## src/rtl/mux_pkg.sv

```systemverilog
// mux_pkg: select-mode constants shared by the N:1 selector and its bench
package mux_pkg;
  localparam int MODE_EXT_SEL     = 0;
  localparam int MODE_ROUND_ROBIN = 1;
endpackage

```

## src/rtl/mux_n_1_arb_if.sv

```systemverilog
// mux_n_1_arb_if: channel-side and output-side valid/ready bundle of the N:1 selector
interface mux_n_1_arb_if #(
  parameter int WIDTH = 8,
  parameter int CH = 4,
  localparam int SELW = $clog2(CH)
);
  logic [CH*WIDTH-1:0] in_data;
  logic [CH-1:0] in_valid;
  logic [CH-1:0] in_ready;
  logic [SELW-1:0] sel;
  logic [WIDTH-1:0] out_data;
  logic out_valid;
  logic out_ready;
  logic [SELW-1:0] out_ch;
  modport slave (
    input in_data, in_valid, sel, out_ready,
    output in_ready, out_data, out_valid, out_ch
  );
  modport master (
    output in_data, in_valid, sel, out_ready,
    input in_ready, out_data, out_valid, out_ch
  );
endinterface

```

## src/rtl/rr_arbiter.sv

```systemverilog
// rr_arbiter: one-hot grant to the first requester at or after ptr, wrapping
module rr_arbiter #(
  parameter int CH = 4,
  localparam int SELW = $clog2(CH)
) (
  input  logic [CH-1:0] req,
  input  logic [SELW-1:0] ptr,
  output logic [CH-1:0] grant
);
  logic found;
  always_comb begin
    grant = '0;
    found = 1'b0;
    for (int i = 0; i < CH; i++) begin
      int j;
      j = (int'(ptr) + i) % CH;
      if (!found && req[j]) begin
        grant[j] = 1'b1;
        found = 1'b1;
      end
    end
  end
endmodule

```

## src/rtl/mux_n_1_arb.sv

```systemverilog
// mux_n_1_arb: N:1 word selector (external select or round-robin) with registered valid/ready output
module mux_n_1_arb import mux_pkg::*; #(
  parameter int WIDTH = 8,
  parameter int CH = 4,
  parameter int MODE = MODE_EXT_SEL,
  localparam int SELW = $clog2(CH)
) (
  input logic clk,
  input logic rst,
  mux_n_1_arb_if.slave bus
);
  logic [CH-1:0] g;
  logic [SELW-1:0] gidx;
  logic can_load, accept;
  logic [WIDTH-1:0] data_q;
  logic valid_q;
  logic [SELW-1:0] ch_q;
  assign can_load = !valid_q | bus.out_ready;
  assign accept = |(g & bus.in_valid) & can_load;
  assign bus.in_ready = g & {CH{can_load}};
  assign bus.out_data = data_q;
  assign bus.out_valid = valid_q;
  assign bus.out_ch = ch_q;
  generate
    if (MODE == MODE_ROUND_ROBIN) begin : g_rr
      logic [SELW-1:0] rr_ptr;
      rr_arbiter #(.CH(CH)) u_arb (.req(bus.in_valid), .ptr(rr_ptr), .grant(g));
      always_ff @(posedge clk or posedge rst)
        if (rst) rr_ptr <= '0;
        else if (accept) rr_ptr <= (gidx == SELW'(CH - 1)) ? '0 : SELW'(gidx + 1'b1);
    end else begin : g_ext
      // sel values past the last channel grant nothing
      assign g = ({1'b0, bus.sel} < (SELW + 1)'(CH)) ? CH'(1) << bus.sel : '0;
    end
  endgenerate
  always_comb begin
    gidx = '0;
    for (int i = 0; i < CH; i++) gidx = g[i] ? SELW'(i) : gidx;
  end
  always_ff @(posedge clk or posedge rst)
    if (rst) begin
      data_q <= '0;
      valid_q <= 1'b0;
      ch_q <= '0;
    end else if (accept) begin
      data_q <= bus.in_data[int'(gidx)*WIDTH +: WIDTH];
      valid_q <= 1'b1;
      ch_q <= gidx;
    end else if (bus.out_ready) valid_q <= 1'b0;
endmodule
```

## src/flat_wrapper.sv

```systemverilog
// flat-port wrapper written by rule: the top's interface ports become plain ports
module mux_n_1_arb_flat import mux_pkg::*;
#(
  parameter int WIDTH = 8,
  parameter int CH = 4,
  parameter int MODE = MODE_EXT_SEL,
  localparam int SELW = $clog2(CH)
)
  (clk, rst, bus_in_data, bus_in_valid, bus_sel, bus_out_ready, bus_in_ready, bus_out_data, bus_out_valid, bus_out_ch);
  mux_n_1_arb_if #(.WIDTH(WIDTH), .CH(CH)) bus_i ();
  input logic clk;
  input logic rst;
  input wire logic [$bits(bus_i.in_data)-1:0] bus_in_data;
  input wire logic [$bits(bus_i.in_valid)-1:0] bus_in_valid;
  input wire logic [$bits(bus_i.sel)-1:0] bus_sel;
  input wire logic [$bits(bus_i.out_ready)-1:0] bus_out_ready;
  output wire logic [$bits(bus_i.in_ready)-1:0] bus_in_ready;
  output wire logic [$bits(bus_i.out_data)-1:0] bus_out_data;
  output wire logic [$bits(bus_i.out_valid)-1:0] bus_out_valid;
  output wire logic [$bits(bus_i.out_ch)-1:0] bus_out_ch;
  assign bus_i.in_data = bus_in_data;
  assign bus_i.in_valid = bus_in_valid;
  assign bus_i.sel = bus_sel;
  assign bus_i.out_ready = bus_out_ready;
  assign bus_in_ready = bus_i.in_ready;
  assign bus_out_data = bus_i.out_data;
  assign bus_out_valid = bus_i.out_valid;
  assign bus_out_ch = bus_i.out_ch;
  mux_n_1_arb #(.WIDTH(WIDTH), .CH(CH), .MODE(MODE)) u_core (.clk(clk), .rst(rst), .bus(bus_i));
endmodule
```

## config.mk

```make
export PLATFORM = sky130hd
export DESIGN_NAME = mux_n_1_arb_flat
export DESIGN_NICKNAME = d
export VERILOG_FILES = /design/src/rtl/mux_pkg.sv /design/src/rtl/mux_n_1_arb_if.sv /design/src/rtl/rr_arbiter.sv /design/src/rtl/mux_n_1_arb.sv /design/src/flat_wrapper.sv
export SDC_FILE = /design/constraint.sdc
export NUM_CORES = 1
export LEC_CHECK = 0
export ABC_AREA = 1
export CAP_MARGIN = 25
export CELL_PAD_IN_SITES_DETAIL_PLACEMENT = 1
export CELL_PAD_IN_SITES_GLOBAL_PLACEMENT = 1
export CORE_MARGIN = 10
export CORE_UTILIZATION = 23
export CTS_BUF_LIST = sky130_fd_sc_hd__clkbuf_4
export CTS_CLUSTER_SIZE = 40
export DETAILED_ROUTE_END_ITERATION = 10
export GPL_ROUTABILITY_DRIVEN = 0
export HOLD_SLACK_MARGIN = 0.05
export PLACE_DENSITY = 0.88
export REMOVE_ABC_BUFFERS = 1
export SYNTH_ARGS = -nofsm -noshare
export SYNTH_HDL_FRONTEND = slang
export SYNTH_SLANG_ARGS = --single-unit
```

## constraint.sdc

```tcl
create_clock -name clk -period 1.2 [get_ports clk]
set_input_delay 0.3 -clock clk [delete_from_list [all_inputs] [get_ports clk]]
set_output_delay 0.3 -clock clk [all_outputs]
set_load 0.01 [all_outputs]
```

# Yosys cells after proc, flatten, opt, wreduce, memory -nomap -nowiden
# Cells that the tools add are included.
[totals] elab_cells=17 input_bits=41 register_bits=11 output_inout_bits=15
[op_classes] bitwise_logic=4 reduce_logical=3 muxes=5 shift=2
[ops] operator="indexed part select 32 x 6 -> 8 bit" count=1
[ops] operator="AND 4 bit" count=2
[ops] operator="2-to-1 mux 2 bit" count=2
[ops] operator="OR reduction 4 bit" count=1
[ops] operator="<< shifter 1 x 2 -> 4 bit, first input constant" count=1
[ops] operator="2-to-1 mux 1 bit" count=3
[ops] operator="nonzero test 2 bit" count=1
[ops] operator="AND 1 bit" count=1
[ops] operator="logical NOT 1 bit" count=1
[ops] operator="bitwise OR 1 bit" count=1

# Depth between registers and ports, before layout
# Gate-level depths: netlist of the first run.
[depth] ltp_word=5 mapped_depth=9 mapped_depth_nobuf=7

# Least setup slack after synthesis of the first run
# No wires, ideal clock.
[synth_path] kind="input to output" start="in bus_sel[0]" end="out bus_in_ready[1]" arrival_time_ns=0.897 required_time_ns=0.900 setup_slack_ns=0.003 stages=4 path_buffers=2 path_cell_list="inv_2 -> buf_6 -> buf_4 -> nor3_1"
[synth_via] elab_chain_len=2
[synth_rtl] element="from (decl)" line_no="flat_wrapper.sv:15" text="input wire logic [$bits(bus_i.sel)-1:0] bus_sel;"
[synth_rtl] element="<< shifter 1 x 2 -> 4 bit" line_no="mux_n_1_arb.sv:33" text="assign g = ({1'b0, bus.sel} < (SELW + 1)'(CH)) ? CH'(1) << bus.sel : '0;"
[synth_rtl] element="AND 4 bit" line_no="mux_n_1_arb.sv:20" text="assign bus.in_ready = g & {CH{can_load}};"
[synth_rtl] element="to (decl)" line_no="flat_wrapper.sv:17" text="output wire logic [$bits(bus_i.in_ready)-1:0] bus_in_ready;"
# Every way passes these cells.

# Worst setup path after layout of the first run
[layout_path] start="reg u_core.valid_q, in the netlist u_core.bus.out_valid" end="out bus_in_ready[3]"
[layout_via] elab_chain_len=3
[layout_rtl] element="from (decl)" line_no="mux_n_1_arb.sv:16" text="logic valid_q;"
[layout_rtl] element="from (signal assigned)" line_no="mux_n_1_arb.sv:43" text="valid_q <= 1'b0;"
[layout_rtl] element="from (signal assigned)" line_no="mux_n_1_arb.sv:47" text="valid_q <= 1'b1;"
[layout_rtl] element="from (signal assigned)" line_no="mux_n_1_arb.sv:49" text="end else if (bus.out_ready) valid_q <= 1'b0;"
[layout_rtl] element="logical NOT 1 bit" line_no="mux_n_1_arb.sv:18" text="assign can_load = !valid_q | bus.out_ready;"
[layout_rtl] element="bitwise OR 1 bit" line_no="mux_n_1_arb.sv:18"
[layout_rtl] element="AND 4 bit" line_no="mux_n_1_arb.sv:20"
# Every way passes these cells.

==> qor.txt, run 1 <==
Number of buffers created by CTS - 3
Type of element capturing the critical path - output pin
Worst min-delay path category - in -> async
Cells taking the most area after synthesis - nand2_1, dfrtp_1, nand3_1
Cell at the root of the clock tree - clkbuf_4
Setup repair after global routing missed its margin - yes
Slew at the pin closest to its max-slew limit - 412 ps
Max-cap violation count - 0
Worst Path Arrival - 1080 ps
Final count of negative-setup-slack endpoints - 16
Setup slack of the worst register-to-register path - 50 ps
Post-synth cell types - 13
Die boundary height - 80.2 µm
Clock-pin slew on the worst setup and hold paths - 70 ps
Clock Skews - 4.84 ps
Total of buffers placed on input and output ports - 55
Number of max-slew violations in the final report - 0
Critical Path Fanout Max - 5
First-pass GRT wire length - 5390 µm
Share of the clock period used by the worst path after layout - 115%
Remaining DRCs - 0
Area growth from synthesis to layout - 81.3%
Horizontal extent of the die - 80.2 µm
CP Cell Sequence - inv_2 -> nor2_4 -> nor3_2 -> buf_2
Startpoint of the worst-slack reg-to-reg timing path - u_core.bus.out_valid
Total number of H-tree levels - 1
Remaining global-route overflow - 0
IO Count - 56
Detailed Route WL - 3220 µm
Area share of the leading cell type in the synthesized netlist - 42.3%
Post-route minimum period - 1380 ps
Cell type contributing the most total cell area after synthesis - nand2_1
Clock latency on the worst-skew pair - 270 ps
Initial standard-cell utilization of the core - 24.4%
# fillers - 455
Kind of launch point of the worst setup path - register
Mapped cell area - 835 µm²
First-pass iteration count of the detailed router - 3
Clock Sinks - 11
Max Fclk - 0.724 GHz
HPWL reported at the end of detailed placement - 2720 µm
Routed length per instance - 12.7 µm
Number of global-route vias before repair - 1,202
Iteration-0 DRC Markers - 35
Gate count after technology mapping - 142
Largest net degree at the start of global routing - 19
Rows - 21
Overall die area - 6440 µm²
Post-Synthesis Mean Instance Area - 5.88 µm²
Overall fraction of global-route tracks in use - 10.3%
# nets final - 249
Number of cells in the design after placement - 246
Type of the worst setup path - reg -> out
Post-layout util - 44.3%
Highest-delay cell along the critical path - dfrtp_1
Number of hold-slack violations in the final timing report - 0
Static power due to leakage - 0.822 nW
Post-route worst setup slack - -182 ps
Data required, critical path - 900 ps
Areal power density over the cells - 929 nW/µm²
Peak supply drop - 0.000216 V
Run status - complete, but fails checks
Reg2reg end - u_core.bus.out_data[6]
Pre-CTS setup slack - -858 ps
CTS tree - done
Number of antenna violations at the first check in global routing - 0
Sequential-to-total area share from yosys stat - 33.0%
Routed Antenna Nets - 0
Worst path max stage delay - 400 ps
Vias after detailed routing - 1,064
Path depth of the worst reg2reg path - 6
Total of flip-flops plus latches after synthesis - 11
Diode count - 0
Count of non-filler cells in the finished layout - 253
Number of buffers between clock root and the deepest sink - 2
Layout cell share with drive strength beyond 1 - 22.7%
Vias per std cell - 4.21
Warnings, synthesis - 0
Post-cts hold buffer count - 0
Relative slew slack - 72.5%
Violations in the final reports - negative setup slack
Area of the core region - 3420 µm²
==> cell families after synthesis <==
kind of cell	Yosys count	share of synthesized area, %
AND/OR/NAND/NOR	115	55.6
buffers and inverters	15	10.3
flip-flops	11	33.0
AO/OA/AOI/OAI	1	1.05
==> where the power goes <==
group / total (mW) / switching (mW) / internal [mW]
clock network: 0.277 / 0.125 / 0.152
registers: 0.497 / 0.0442 / 0.453
logic: 0.631 / 0.306 / 0.326
total: 1.41 / 0.475 / 0.930
==> routing by layer <==
layer  up-vias  track usage (%)  routed length (µm)
li1        562                -                   -
met1       463             10.8                1340
met2        35             18.1                1580
met3         4             3.34                 250
met4         0             5.28                  57
met5         -                0                   0
==> state kept, by name, summed over array words and instances, names as in the netlist <==
signal                cells
u_core.bus.out_data       8
u_core.bus.out_ch         2
u_core.bus.out_valid      1
==> cell usage in the layout (no fill, tap or decap), drive strengths merged <==
cell type and instances:
dlygate4sd2 2, nor2 1, nand3 14, buf 28, clkdlybuf4s50 37, dfrtp 11
inv 7, nor3 4, clkbuf 5, o21ai 1, nand2 96, clkdlybuf4s15 1
==> per-stage QoR <==
| stage | power, mW | TNS, ps | hold WS [ps] | instance area (µm²) |
|---|---|---|---|---|
| after global routing | 1.54 | -2090 | 334 | 1510 |
| after CTS | 1.44 | -926 | 323 | 1510 |
| final | 1.41 | -1070 | 314 | 1510 |
| after global placement | 1.16 | -8670 | 455 | 1470 |
| after floorplan | 0.738 | -2.73 | 152 | 774 |
| after detailed placement | 1.18 | -9600 | 460 | 1470 |
==> timing repair <==
action,CTS,global route
endpoints found under the setup margin,26,23
setup buffers,3,1
pin swaps,1,1
cloned,0,1
resized for setup,69,17
==> area by class of cell <==
type	instances	area [µm²]	share of cell area, %
Clock buffer	4	30.0	1.99
Sequential cell	11	275	18.2
Multi-Input combinational cell	116	515	34.1
Inverter	7	26.3	1.74
Tap cell	46	57.6	3.80
Timing Repair Buffer	69	608	40.2
==> worst max path at each step <==
stage	to	slack (ps)	start	cells after the start
after floorplan	u_core.bus.out_valid	-3	u_core.bus.out_valid	5
after global placement	bus_in_ready[2]	-770	bus_sel[1]	4
after detailed placement	bus_in_ready[2]	-860	bus_sel[1]	4
after CTS	bus_in_ready[2]	-220	u_core.bus.out_valid	4
after global routing	bus_in_ready[2]	-230	u_core.bus.out_valid	4
final	bus_in_ready[3]	-180	u_core.bus.out_valid	4
==> worst max-delay path, delay by kind of cell, from the launching register on <==
family                 cells  cell delay [ps]
and+or+nand+nor            2              160
DFF                        1              400
buffers and inverters      2              250
==> Yosys cell counts <==
master    count
nand3_2       1
inv_2         1
dfrtp_1      11
buf_4         2
nor2_1        1
o21ai_2       1
nor3_1        4
clkbuf_1      3
buf_6         3
nand3_1      13
nand2_1      94
nand2_2       2
inv_1         6
Power figures use the tool's default switching activity.
==> run 2: changes to the inputs <==
--- a/config.mk
+++ b/config.mk
@@ -10,13 +10,12 @@
 export CELL_PAD_IN_SITES_DETAIL_PLACEMENT = 1
 export CELL_PAD_IN_SITES_GLOBAL_PLACEMENT = 1
 export CORE_MARGIN = 10
-export CORE_UTILIZATION = 23
-export CTS_BUF_LIST = sky130_fd_sc_hd__clkbuf_4
+export CORE_UTILIZATION = 22
 export CTS_CLUSTER_SIZE = 40
 export DETAILED_ROUTE_END_ITERATION = 10
 export GPL_ROUTABILITY_DRIVEN = 0
 export HOLD_SLACK_MARGIN = 0.05
-export PLACE_DENSITY = 0.88
+export PLACE_DENSITY = 0.85
 export REMOVE_ABC_BUFFERS = 1
 export SYNTH_ARGS = -nofsm -noshare
 export SYNTH_HDL_FRONTEND = slang
==> qor.txt, run 2 (same netlist as run 1, synthesis figures left out) <==
Final hold slack - 354 ps
Static power due to leakage - 0.815 nW
Number of buffers between clock root and the deepest sink - 2
Rows - 22
Pre-CTS setup slack - -851 ps
Startpoint of the worst-slack reg-to-reg timing path - u_core.bus.out_valid
Total number of cells along the worst setup path - 4
Number of antenna violations at the first check in global routing - 0
Overall fraction of global-route tracks in use - 9.44%
Areal power density over the cells - 971 nW/µm²
Overall die area - 6660 µm²
Max-cap violation count - 0
Iteration-0 DRC Markers - 8
Clock latency on the worst-skew pair - 240 ps
Top delay family on crit path - flip-flops
First-pass GRT wire length - 5010 µm
Diode count - 0
Post-route minimum period - 1330 ps
Path depth of the worst reg2reg path - 7
Commonest cells after routing, fill and taps aside - nand2_1, clkdlybuf4s50_1, nand3_1
Kind of launch point of the worst setup path - register
Final count of negative-setup-slack endpoints - 5
Most frequent standard cell in the layout excluding fill and tap cells - nand2_1
Worst path max stage delay - 380 ps
Cell at the root of the clock tree - clkbuf_8
IO Count - 56
Critical Path Fanout Max - 5
Worst min-delay path category - in -> async
Total number of H-tree levels - 1
Horizontal extent of the die - 81.6 µm
Number of max-slew violations in the final report - 0
Routed Antenna Nets - 0
Data required, critical path - 900 ps
Area of the core region - 3660 µm²
Post-route worst setup slack - -134 ps
Vias per std cell - 4.15
Layout cell share with drive strength beyond 1 - 17.1%
Clock-pin slew on the worst setup and hold paths - 50 ps
Violations in the final reports - negative setup slack
CTS tree - done
Number of hold-slack violations in the final timing report - 0
Max reg flops - 8
Number of global-route vias before repair - 1,088
Clock Sinks - 11
First element of the critical path - u_core.bus.out_valid
Max Fclk - 0.749 GHz
Routed length per instance - 12.5 µm
Slew at the pin closest to its max-slew limit - 404 ps
Highest-delay cell along the critical path - dfrtp_1
Worst Path Arrival - 1030 ps
Share of the clock period used by the worst path after layout - 111%
Largest net degree at the start of global routing - 19
Number of buffers created by CTS - 3
Remaining DRCs - 0
Total of buffers placed on input and output ports - 55
# nets final - 247
Setup repair after global routing missed its margin - yes
CP Cell Sequence - inv_2 -> nor2_4 -> nor3_1 -> buf_2
Relative slew slack - 73.0%
Area growth from synthesis to layout - 86.1%
Post-route total power - 1.51 mW
Peak supply drop - 0.000287 V
First-pass iteration count of the detailed router - 4
HPWL reported at the end of detailed placement - 2670 µm
Initial standard-cell utilization of the core - 22.8%
Remaining global-route overflow - 0
Type of element capturing the critical path - output pin
Clock Skews - 0.170 ps
Buffers plus inverters on the worst setup path - 2
Type of the worst setup path - reg -> out
Run status - complete, but fails checks
Vias after detailed routing - 1,051
Detailed Route WL - 3160 µm
Die boundary height - 81.6 µm
-- run 2: changes by cell type in the layout (fill, tap and decap cells not counted), sizes merged --
cell           change
buf               -11
clkdlybuf4s15      +9
-- run 2: worst register-to-register path: cells and delay by family (launching register included) --
| kind | cells | cell delay [ps] |
|---|---|---|
| buffers and inverters | 4 | 390 |
| flip-flops | 1 | 350 |
| AND/OR/NAND/NOR | 3 | 340 |
-- run 2: worst paths after layout --
path	end	slack, ps
max reg2reg	u_core.bus.out_data[7]	20
min reg2reg	u_core.bus.out_data[7]	470
min	u_core.bus.out_ch[0]	350
max	bus_in_ready[2]	-130
max in group asynchronous	u_core.bus.out_data[6]	560
min in group clk	u_core.bus.out_data[7]	470
-- run 2: per-stage QoR --
| stage | TNS [ps] | instance area [µm²] | std cells | util [%] |
|---|---|---|---|---|
| 3_3_place_gp | -9330 | 1460 | 247 | 39.9 |
| 4_1_cts | -587 | 1510 | 251 | 41.2 |
| 6_report | -480 | 1550 | 253 | 42.4 |
| 3_5_place_dp | -10180 | 1460 | 247 | 39.9 |
| 5_1_grt | -1290 | 1550 | 253 | 42.4 |
| 2_1_floorplan | -2.73 | 774 | 134 | - |
-- run 2: layer usage --
metal / GRT usage (%) / vias up / wire length [µm]
li1: - / 561 / -
met1: 10.7 / 453 / 1370
met2: 16.0 / 33 / 1480
met3: 2.40 / 4 / 246
met4: 5.10 / 0 / 65
met5: 0 / - / 0
-- run 2: final cells by class --
type	count	area (µm²)
timing repair buffer	67	633
inverter	7	28.8
clock buffer	4	45.0
tap	48	60.1
multi-input combinational	116	510
fill	490	2110
sequential	11	275
-- run 2: power breakdown --
part | switching (mW) | total, mW | internal [mW]
registers | 0.0442 | 0.499 | 0.455
logic | 0.298 | 0.640 | 0.341
clock network | 0.136 | 0.369 | 0.233
total | 0.479 | 1.51 | 1.03
-- run 2: timing repair --
action	CTS	global route
buffers inserted	0	1
cloned	0	1
pin swaps	1	2
gates resized for setup	54	13
hold buffers	0	0
setup endpoints to repair	26	17
